$ cat src/rtl/regfile_wb_arbiter.sv
// Writeback arbiter for the single regFile write port, plus a per-register busy scoreboard.
// Define REGFILE_WB_ARB_RR_EN for round-robin arbitration; otherwise the lowest valid index wins.
module regfile_wb_arbiter #(
  parameter int NUM_REQ = 3,
  parameter int DATA_W  = 32,
  parameter int REG_W   = 4
) (
  input  logic                      clk,
  input  logic                      reset,
  input  logic [NUM_REQ-1:0]        req_valid,
  output logic [NUM_REQ-1:0]        req_ready,
  input  logic [NUM_REQ*REG_W-1:0]  req_num,
  input  logic [NUM_REQ*DATA_W-1:0] req_data,
  input  logic                      rf_hold,
  output logic                      rf_write_en,
  output logic [REG_W-1:0]          rf_reg_num,
  output logic [DATA_W-1:0]         rf_reg_data_in,
  input  logic                      sb_set_en,
  input  logic [REG_W-1:0]          sb_set_num,
  output logic [(2**REG_W)-1:0]     sb_busy,
  input  logic [REG_W-1:0]          rd_num,
  output logic                      rd_stall
);
  localparam int NUM_REG = 2**REG_W;
  localparam int IDX_W   = $clog2(NUM_REQ);

  logic               found;
  logic [IDX_W-1:0]   win_idx;
  logic               accept;
  logic [REG_W-1:0]   win_num;
  logic [DATA_W-1:0]  win_data;
  logic [NUM_REG-1:0] sb_next;

`ifdef REGFILE_WB_ARB_RR_EN
  logic [IDX_W-1:0] rr_ptr;

  // Search upward from rr_ptr with wrap-around; first valid requester wins.
  always_comb begin
    int               idx;
    logic [IDX_W-1:0] cand;
    found   = 1'b0;
    win_idx = '0;
    idx     = 0;
    cand    = '0;
    for (int k = 0; k < NUM_REQ; k++) begin
      idx = int'(rr_ptr) + k;
      if (idx >= NUM_REQ) idx = idx - NUM_REQ;
      cand = IDX_W'(idx);
      if (!found && req_valid[cand]) begin
        found   = 1'b1;
        win_idx = cand;
      end
    end
  end

  always_ff @(posedge clk or negedge reset) begin
    if (!reset) begin
      rr_ptr <= '0;
    end else if (accept) begin
      rr_ptr <= (win_idx == IDX_W'(NUM_REQ - 1)) ? '0 : win_idx + IDX_W'(1);
    end
  end
`else
  always_comb begin
    found   = 1'b0;
    win_idx = '0;
    for (int k = 0; k < NUM_REQ; k++) begin
      if (!found && req_valid[k]) begin
        found   = 1'b1;
        win_idx = IDX_W'(k);
      end
    end
  end
`endif

  // Ready is forced low during reset and while regFile is held.
  always_comb begin
    accept    = found && !rf_hold && reset;
    req_ready = '0;
    if (accept) req_ready[win_idx] = 1'b1;
    win_num  = '0;
    win_data = '0;
    for (int k = 0; k < NUM_REQ; k++) begin
      if (IDX_W'(k) == win_idx) begin
        win_num  = req_num[k*REG_W +: REG_W];
        win_data = req_data[k*DATA_W +: DATA_W];
      end
    end
  end

  // Set is applied after clear so a newer producer keeps the register busy.
  always_comb begin
    sb_next = sb_busy;
    if (accept)    sb_next[win_num]    = 1'b0;
    if (sb_set_en) sb_next[sb_set_num] = 1'b1;
  end

  assign rd_stall = reset && sb_busy[rd_num];

  always_ff @(posedge clk or negedge reset) begin
    if (!reset) begin
      rf_write_en    <= 1'b0;
      rf_reg_num     <= '0;
      rf_reg_data_in <= '0;
      sb_busy        <= '0;
    end else begin
      rf_write_en <= accept;
      if (accept) begin
        rf_reg_num     <= win_num;
        rf_reg_data_in <= win_data;
      end
      sb_busy <= sb_next;
    end
  end

endmodule

$ cat config.mk
export PLATFORM = sky130hd
export DESIGN_NAME = regfile_wb_arbiter
export DESIGN_NICKNAME = d
export VERILOG_FILES = /design/src/rtl/regfile_wb_arbiter.sv
export SDC_FILE = /design/constraint.sdc
export NUM_CORES = 1
export LEC_CHECK = 0
export BUFFER_PORTS_ARGS = -buffer_cell sky130_fd_sc_hd__buf_2
export CORE_ASPECT_RATIO = 0.5
export CORE_MARGIN = 2
export CORE_UTILIZATION = 48
export DETAILED_ROUTE_END_ITERATION = 7
export PLACE_DENSITY = 0.95
export SETUP_SLACK_MARGIN = 0.2
export SYNTH_ARGS = -nofsm -noshare
export SYNTH_HDL_FRONTEND = slang
export SYNTH_SLANG_ARGS = --single-unit
$ cat constraint.sdc
create_clock -name clk -period 7.09 [get_ports clk]
set_input_delay 2.127 -clock clk [delete_from_list [all_inputs] [get_ports clk]]
set_output_delay 2.127 -clock clk [all_outputs]
set_load 0.005 [all_outputs]
### Word-level counts from Yosys, hierarchy flattened

Index checks and enable logic that the tools add are counted.

* flip-flop bits (word level): 53
* input bits: 123
* output and inout bits: 57
* logic and storage cells: 50

* $lt $le $gt $ge: 7
* equal/unequal tests: 2
* muxes and demuxes: 22
* bitwise gates (word level): 3
* reduce and logical (&&, ||, !) cells: 12

Operator list (number)
* $mux W32: 3
* $mux W16: 2
* $and A16 B16 Y16: 1
* $not A16 Y16: 1
* $or A16 B16 Y16: 1
* $lt A4 B5 Y1 const B: 3
* $mux W4: 3
* $demux W1 S4: 2
* $ge A4 B1 Y1 const B: 2
* $logic_and A1 B1 Y1: 8
* $mux W1: 8
* $bmux W1 S4: 1
* $logic_not A1 Y1: 3
* $lt A2 B3 Y1 const B: 1
* $mux W3: 1
* $demux W1 S2: 1
* $eq A1 B2 Y1 const A: 1
* $eq A2 B2 Y1 const A: 1
* $ge A2 B1 Y1 const B: 1
* $logic_not A2 Y1: 1
* $mux W2: 1

### Depth between registers and ports, before layout

Gate-level depths: netlist (run 1).

* depth in word-level cells: 20
* mapped depth: 8
* gate-level depth less buffers: 5

### Worst setup path before layout (run 1)

No wires, ideal clock.

* path kind: input to output
* start point: in rd_num[0]
* end point: out rd_stall
* arrival time: 3.209 ns
* required time: 4.963 ns
* slack: 1.754 ns
* stages on the path: 3
* path buffers: 0
* cell sequence: mux4_2 > mux4_2 > and2_1

* word-level cells in the longest chain between the ends: 3

Ends and longest elaborated chain
* start: declaration: line 21 `input logic [REG_W-1:0] rd_num,`
* $bmux W1 S4: line 98 `assign rd_stall = reset && sb_busy[rd_num];`
* $mux W1 (not written as such): line 98
* $logic_and A1 B1 Y1: line 98
* end: declaration: line 22 `output logic rd_stall`

Every way passes these cells. The select of a mux whose other input is x is not followed.

### Worst setup path in the final report (run 1)

Ends and elaborated chain as after synthesis.

==> qor.csv, run 1 <==
stage;metric;value;unit
synth;seq_area_frac_synth;42.2;%
clock_network;htree_levels;2;
job;max-cap-violations;0;
clock_network;clkTransAtPathRegs;0.06;ns
routing;vias_per_cell;5.31;
clock_network;cts_setup_buffers;0;
grt;grtUsageTotal;23.4;%
grt;grt_max_degree;87;
placed_design;portBuffers;179;
routing;drt_first_pass_iters;4;
clock_network;numCtsBuffers;5;
power;leakagePower;2.05;nW
floorplanning;die_area;0.00724;mm^2
sta;slew_viol_final;0;
sta;fmax;176;MHz
synth;synth_cells;354;
placed_design;gp_congestion;0.856;
setup_path;critical_path_buf_inv_count;2;
sta;timing.hold.ws;0.473;ns
floorplanning;ios;180;
sta;setup_tns;0;ns
sta;min_period_over_period;80.2;%
clock_network;clk_path_buf_depth;2;
power;p_per_area;197;mW/mm^2
setup_path;path_delay_family;multiplexers;
routing;routed_wl;8710;um
synth;syn_area;0.00314;mm^2
placed_design;hpwl;6510;um
clock_network;cts_tree;done;
setup_path;startpoint_type;input port;
layout;drive_gt1_share;39.2;%
setup_path;critPathArrivalTime;3.56;ns
layout;final_cell_mix;buf_2 (179), dfrtp_1 (53), nand2_1 (48);
setup_path;crit_required;4.96;ns
floorplanning;rows;20;
synth;syn_nets;477;
synth;avgSynthCellArea;8.87;um^2
layout;final_common_cell;buf_2;
clock_network;clock_latency;0.28;ns
sta;rsz0062_at_grt;no;
routing;wire_per_inst;14.3;um
routing;drc;0;
setup_path;critical_path_peak_fanout;4;
sta;tightest_slew;1.27;ns
clock_network;clock-root-buffer;clkbuf_16;
sta;relSlewSlack;14.0;%
floorplanning;initial_core_util;50.6;%
setup_path;cp_slowest_cell;mux4_2;
routing;vias;3231;
sta;clock_skew;0;ns
sta;period_minus_slack;5.68;ns
grt;grt_pass1_wl;13500;um
setup_path;worstPathCellList;buf_2, mux4_2, mux4_2, and2_1, buf_2;
clock_network;numClockSinks;53;
sta;hold_violations;0;
floorplanning;core;0.00621;mm^2
power;power;0.000837;W
grt;antenna_found_initial;0;
clock_network;cts_resized;0;
layout;antennaDiodeCount;0;
synth;synth-seq-cells;53;
setup_path;crit_path_end_kind;primary output;
grt;grt_pass1_vias;2910;
floorplanning;die_x;118;um
setup_path;path_class;input port to primary output;
synth;ys_types;38;
setup_path;slowest_delay;0.52;ns
power;ir_drop;0.121;mV
run_status;status;finished clean;
sta;setup_viol;0;
grt;overflow;0;
layout;syn_to_final_growth;35.2;%
layout;nets;643;
routing;ant_nets;0;
hold_path;worstHoldPathType;register to register;
clock_network;holdBufCountCts;0;
floorplanning;die_y;61.2;um
synth;yosys_warnings;0;
routing;drt-initial-drc-count;201;
## logic make-up after synthesis
logic type | count (synthesis) | share of synthesized area [%]
compound gates | 117 | 23.0
simple gates | 116 | 16.3
flops | 53 | 42.2
buf+inv | 31 | 4.66
mux | 37 | 13.8
## state kept, by name, indices dropped and copies added, names as in the netlist
| name | flops |
|---|---|
| rf_reg_num | 4 |
| sb_busy | 16 |
| rf_reg_data_in | 32 |
| rf_write_en | 1 |
## report_power, final
part           internal (W)  leakage (nW)  total (W)  switching, W
Sequential         0.000338         0.604   0.000357     0.0000190
Combinational     0.0000925          1.36   0.000199      0.000106
Clock              0.000177        0.0841   0.000281      0.000104
Total              0.000607          2.05   0.000837      0.000230
## synthesized netlist by cell type
cell type,instances,area share (%)
o21ai_1,5,0.80
o211ai_1,1,0.24
o311a_1,1,0.32
and2_1,2,0.40
o311ai_2,1,0.52
dfrtp_1,53,42
nand3_1,13,2.1
buf_6,1,0.36
buf_4,5,1.2
nand4_1,3,0.60
o21ai_0,47,7.5
o31ai_1,13,3.1
mux2i_1,32,10
nand2_1,48,5.7
nor2b_1,3,0.60
nand2b_1,3,0.60
a31oi_1,3,0.60
a221o_1,3,0.96
or3b_2,1,0.28
buf_2,2,0.32
clkbuf_1,10,1.2
and3_1,2,0.40
nor2_2,1,0.20
a21oi_1,35,5.6
a32o_2,1,0.36
clkbuf_2,1,0.16
a221oi_4,2,1.7
mux4_2,5,3.6
nor3b_1,1,0.24
buf_1,6,0.72
o311ai_1,1,0.28
and3b_1,2,0.56
nor2_1,35,4.2
or3_1,1,0.20
a221oi_1,1,0.28
inv_1,6,0.72
and2b_1,1,0.24
a211o_1,3,0.84
## final cells by class
type                       count  area, um^2
inverter                       6        22.5
tap                           88         110
clock inverter                 1        30.0
multi-input combinational    270        1680
clock buffer                   7         143
sequential                    53        1330
timing repair buffer         184         933
fill                         551        1960
## layer usage
metal  GRT usage [%]  wire [um]
met1            28.2       3620
met2            45.7       4530
met3            4.26        465
met4            5.27         83
met5               0          0
## stage by stage
stage	area (um^2)	util, %	setup WS (ns)	cells
2_1_floorplan	3140	-	1.75	354
3_3_place_gp	4070	65.6	1.44	601
3_5_place_dp	4070	65.6	1.40	601
4_1_cts	4250	68.4	1.40	609
5_1_grt	4250	68.4	1.37	609
6_report	4250	68.4	1.41	609
## worst min-delay path, cell delays in order (launching register included)
cell	delay [ns]
dfrtp_1	0.34
nand2_1	0.04
o21ai_0	0.06
## path summary, 6_finish.rpt
check	endpoint	cells past startpoint	slack, ns	start
max	rd_stall	5	1.41	rd_num[0]
min	rf_reg_data_in[24]	2	0.47	rf_reg_data_in[24]
max reg2reg	sb_busy[6]	3	6.16	sb_busy[6]
min reg2reg	rf_reg_data_in[24]	2	0.47	rf_reg_data_in[24]
max in group asynchronous	rf_reg_data_in[0]	2	4.43	reset
min in group asynchronous	rf_reg_num[0]	1	1.82	reset
(Power assumes the default switching activity.)
==> run 2, diff against run 1 <==
- CORE_UTILIZATION: 48 -> 40
- PLACE_DENSITY: 0.95 -> 0.86
- clock period: 7.09 -> 4.8 ns (I/O delays scaled with it)
==> qor.csv, run 2 (synthesized netlist as in run 1, its figures left out) <==
stage;metric;value;unit;change
hold_path;worstHoldPathType;register to register;;
layout;drive_gt1_share;39.5;%;+0.31 points
layout;nets;644;;+0.16%
power;ir_drop;0.142;mV;+18%
sta;worst_slack;0.498;ns;-0.909 ns
layout;final_cell_mix;buf_2 (179), dfrtp_1 (53), nand2_1 (48);;
sta;rsz0062_at_grt;no;;
setup_path;critical_path_peak_fanout;4;;unchanged
floorplanning;die_area;0.00862;mm^2;+19%
layout;final_common_cell;buf_2;;
layout;top_register;rf_reg_data_in;;
sta;tightest_slew;1.24;ns;-0.0286 ns
grt;grt_pass1_vias;2989;;+2.7%
grt;overflow;0;;unchanged
power;pwr-share-seq;42.8;%;about the same
power;p_per_area;288;mW/mm^2;+46%
sta;setup_viol;0;;unchanged
clock_network;clock_latency;0.29;ns;about the same
sta;period_minus_slack;4.30;ns;
clock_network;cts_resized;0;;unchanged
grt;grtUsageTotal;19.7;%;-3.7 points
clock_network;cts_setup_buffers;0;;unchanged
grt;antenna_found_initial;0;;unchanged
placed_design;gp_congestion;0.886;;+3.5%
layout;fillerInstances;713;;+29%
power;swShare;28.2;%;+0.80 points
routing;vias;3235;;+0.12%
layout;syn_to_final_growth;36.2;%;
placed_design;hpwl;6560;um;+0.77%
floorplanning;die_y;66.7;um;+8.9%
layout;antennaDiodeCount;0;;unchanged
sta;relSlewSlack;15.9;%;+1.9 points
routing;ant_nets;0;;unchanged
routing;drc;0;;unchanged
clock_network;clock-root-buffer;clkbuf_16;;
layout;reg.largest.list;rf_reg_data_in: 32 flops, sb_busy: 16 flops, rf_reg_num: 4 flops;;
power;switchingPower;0.000348;W;+51%
run_status;status;finished clean;;
setup_path;path_class;input port to primary output;;
setup_path;critPathArrivalTime;2.86;ns;-0.70 ns
floorplanning;ios;180;;unchanged
clock_network;htree_levels;2;;unchanged
floorplanning;rows;22;;+10%
sta;hold_violations;0;;unchanged
sta;slew_viol_final;0;;unchanged
placed_design;dpl_worst_slack;0.484;ns;-0.912 ns
routing;routed_wl;8630;um;-0.82%
setup_path;crit_path_end_kind;primary output;;
power;leakagePower;2.05;nW;about the same
routing;drt_first_pass_iters;6;;+2
clock_network;numClockSinks;53;;unchanged
grt;grt_pass1_wl;13400;um;-0.81%
grt;grt_max_degree;65;;-25%
clock_network;clk_path_buf_depth;2;;unchanged
routing;drt-initial-drc-count;155;;-23%
clock_network;holdBufCountCts;0;;unchanged
setup_path;startpoint_type;input port;;
sta;clock_skew;0;ns;unchanged
floorplanning;die_x;129;um;+9.2%
power;p_comb_share;23.9;%;about the same
power;internal_power;0.000884;W;+46%
floorplanning;initial_core_util;42.1;%;-8.5 points
routing;vias_per_cell;5.13;;-3.2%
setup_path;crit_required;3.36;ns;-1.60 ns
power;power;0.00123;W;+47%
clock_network;cts_tree;done;;
placed_design;portBuffers;179;;unchanged
clock_network;clkTransAtPathRegs;0.07;ns;about the same
job;max-cap-violations;0;;unchanged
power;clkPwrFrac;33.3;%;-0.2 points
layout;largest_reg_flops;32;;unchanged
sta;min_period_over_period;89.6;%;
sta;setup_tns;0;ns;unchanged
sta;fmax;232;MHz;
floorplanning;core;0.00746;mm^2;+20%
routing;wire_per_inst;13.7;um;-4.1%
clock_network;numCtsBuffers;5;;unchanged
==> run 2: path summary, 6_finish.rpt <==
check	startpoint	to	slack, ns	depth (start not counted)
min in group asynchronous	reset	rf_write_en	1.23	2
hold / removal	rf_reg_data_in[12]	rf_reg_data_in[12]	0.47	2
max in group asynchronous	reset	rf_reg_data_in[26]	3.21	2
setup / recovery	rd_num[0]	rd_stall	0.50	5
setup reg to reg	sb_busy[6]	sb_busy[6]	3.86	3
hold reg to reg	rf_reg_data_in[12]	rf_reg_data_in[12]	0.47	2
==> run 2: power by group through the flow <==
stage	Sequential [W]	Combinational, W	Clock, W
floorplan	0.000541	0.000140	0
global placement	0.000533	0.000288	0
detailed placement	0.000535	0.000297	0
CTS	0.000527	0.000297	0.000425
global route	0.000535	0.000330	0.000443
finish	0.000527	0.000294	0.000410
==> run 2: metrics by stage <==
stage	instance area [um^2]	cells	hold WS [ns]	util (%)
global placement	4110	622	0.458	55.0
global route	4280	630	0.500	57.3
detailed placement	4110	622	0.465	55.0
floorplan	3140	354	0.473	-
finish	4280	630	0.474	57.3
CTS	4280	630	0.481	57.3
==> run 2: per-layer routing <==
metal  GRT usage [%]  wire, um  vias up  share of wire (%)
li1                -         -     1604                  -
met1            23.2      3620     1524                 42
met2            36.3      4490       96                 52
met3            4.34       432       11                5.0
met4            5.84        94        0                1.1
met5               0         0        -                  0
==> run 2: cell type report <==
class	count	area, um^2	area share [%]
multi-input combinational	270	1680	39.3
sequential	53	1330	31.0
timing repair buffer	185	941	22.0
tap	108	135	3.16
clock buffer	5	125	2.93
clock inverter	3	46.3	1.08
inverter	6	22.5	0.527
==> run 2: worst max-delay path: stages <==
cell and delay [ns]:
buf_2 0.16, mux4_2 0.52, mux4_2 0.46, and2_1 0.17, buf_2 0.12
==> run 3, diff against run 2 <==
- CORE_MARGIN: 2 -> default
- CTS_CLUSTER_SIZE: default -> 16
==> qor.csv, run 3 (synthesized netlist as in run 1, its figures left out) <==
stage;metric;value;unit;change
run_status;status;finished clean;;
placed_design;gp_congestion;0.917;;+3.5%
grt;overflow;0;;unchanged
routing;drc;0;;unchanged
sta;worst_slack;0.502;ns;+0.00448 ns
routing;met3WireLength;361;um;-16%
hold_path;hp-start;rf_reg_data_in[14];;
clock_network;clock-root-buffer;clkbuf_16;;
clock_network;htree_levels;2;;unchanged
grt;grt_pass1_vias;2941;;-1.6%
setup_path;path_class;input port to primary output;;
routing;drt-initial-drc-count;186;;+20%
layout;drive_gt1_share;39.2;%;-0.31 points
floorplanning;die_y;64.7;um;-3.0%
clock_network;numClockSinks;53;;unchanged
clock_network;clkTransAtPathRegs;0.06;ns;about the same
setup_path;crit_required;3.36;ns;about the same
power;ir_drop;0.137;mV;-3.8%
grt;antenna_found_initial;0;;unchanged
routing;wl_met2;4550;um;+1.3%
routing;routed_wl;8690;um;+0.61%
layout;largest_reg_flops;32;;unchanged
clock_network;clk_path_buf_depth;2;;unchanged
layout;syn_to_final_growth;35.3;%;
sta;period_minus_slack;4.30;ns;-0.00448 ns
grt;grt_pass1_wl;13900;um;+3.6%
layout;nets;644;;unchanged
clock_network;holdBufCountCts;0;;unchanged
layout;final_common_cell;buf_2;;
clock_network;clock_latency;0.29;ns;about the same
clock_network;numCtsBuffers;5;;unchanged
sta;rsz0062_at_grt;no;;
power;leakagePower;2.04;nW;-0.49%
sta;setup_viol;0;;unchanged
clock_network;cts_resized;0;;unchanged
setup_path;r2r_start;sb_busy[6];;
job;max-cap-violations;0;;unchanged
sta;clock_skew;0;ns;unchanged
clock_network;cts_setup_buffers;0;;unchanged
floorplanning;ios;180;;unchanged
floorplanning;die_x;127;um;-1.5%
clock_network;cts_tree;done;;
layout;top_register;rf_reg_data_in;;
setup_path;crit_path_end_kind;primary output;;
floorplanning;rows;22;;unchanged
setup_path;critPathArrivalTime;2.86;ns;about the same
setup_path;startpoint_type;input port;;
floorplanning;die_area;0.00823;mm^2;-4.5%
hold_path;worstHoldPathType;register to register;;
floorplanning;core;0.00746;mm^2;unchanged
layout;final_cell_mix;buf_2 (179), dfrtp_1 (53), nand2_1 (48);;
layout;reg.largest.list;rf_reg_data_in: 32 flops, sb_busy: 16 flops, rf_reg_num: 4 flops;;
power;power;0.00118;W;-4.2%
sta;slew_viol_final;0;;unchanged
sta;hold_violations;0;;unchanged
routing;drt_first_pass_iters;4;;-2
layout;antennaDiodeCount;0;;unchanged
routing;vias_per_cell;5.15;;+0.28%
sta;fmax;233;MHz;+0.10%
grt;grt_max_degree;87;;+34%
sta;setup_tns;0;ns;unchanged
sta;relSlewSlack;24.3;%;+8.4 points
routing;routed.top_layer;met4;;
placed_design;hpwl;6700;um;+2.1%
routing;vias;3239;;+0.12%
sta;min_period_over_period;89.5;%;-0.093 points
placed_design;dpl_worst_slack;0.486;ns;+0.00171 ns
floorplanning;initial_core_util;42.1;%;unchanged
setup_path;critical_path_peak_fanout;4;;unchanged
placed_design;portBuffers;179;;unchanged
layout;fillerInstances;719;;+0.84%
routing;wl_met1;3680;um;+1.8%
grt;grtUsageTotal;21.7;%;+2.0 points
power;p_per_area;278;mW/mm^2;-3.6%
sta;timing.hold.ws;0.472;ns;-0.00228 ns
routing;wire_per_inst;13.8;um;+0.77%
routing;ant_nets;0;;unchanged
sta;tightest_slew;1.12;ns;-0.124 ns
setup_path;worstSetupStartpoint;rd_num[0];;
==> run 3: cell count changes in the layout (fill, tap and decap cells not counted), sizes merged <==
cell	change
clkinv	-1
clkinvlp	-1
clkbuf	+2
bufinv	-1
==> run 3: worst paths after layout <==
kind | end | slack [ns] | depth (start not counted)
min in group asynchronous | sb_busy[8] | 1.22 | 2
setup / recovery | rd_stall | 0.50 | 5
hold reg to reg | rf_reg_data_in[14] | 0.47 | 2
hold / removal | rf_reg_data_in[14] | 0.47 | 2
setup reg to reg | sb_busy[6] | 3.85 | 3
max in group asynchronous | rf_reg_data_in[29] | 3.30 | 2
==> run 3: where the power goes <==
part | internal [W] | leakage, nW | switching (W)
Combinational | 0.000137 | 1.36 | 0.000157
Clock | 0.000205 | 0.0700 | 0.000153
Sequential | 0.000500 | 0.604 | 0.0000275
==> run 3: per-stage QoR <==
stage | cell area [um^2] | util, % | cells
3_5_place_dp | 4110 | 55.0 | 622
2_1_floorplan | 3140 | - | 354
4_1_cts | 4250 | 56.9 | 629
6_report | 4250 | 56.9 | 629
5_1_grt | 4250 | 56.9 | 629
3_3_place_gp | 4110 | 55.0 | 622
==> run 3: layer usage <==
layer  up-vias  GRT usage [%]
met5         -              0
met4         0           5.95
met3         8           4.29
met2        86           40.2
met1      1540           25.7
li1       1605              -
==> run 3: area by class of cell <==
type / count / area (um^2) / area share (%)
multi-input cells: 270 / 1680 / 39.6
flip-flops and latches: 53 / 1330 / 31.2
repair buffers: 185 / 941 / 22.2
clock buffers: 7 / 143 / 3.36
well taps: 108 / 135 / 3.18
inverters: 6 / 22.5 / 0.530
==> run 3: critical path: stages <==
cell,delay (ns)
buf_2,0.16
mux4_2,0.52
mux4_2,0.46
and2_1,0.16
buf_2,0.12
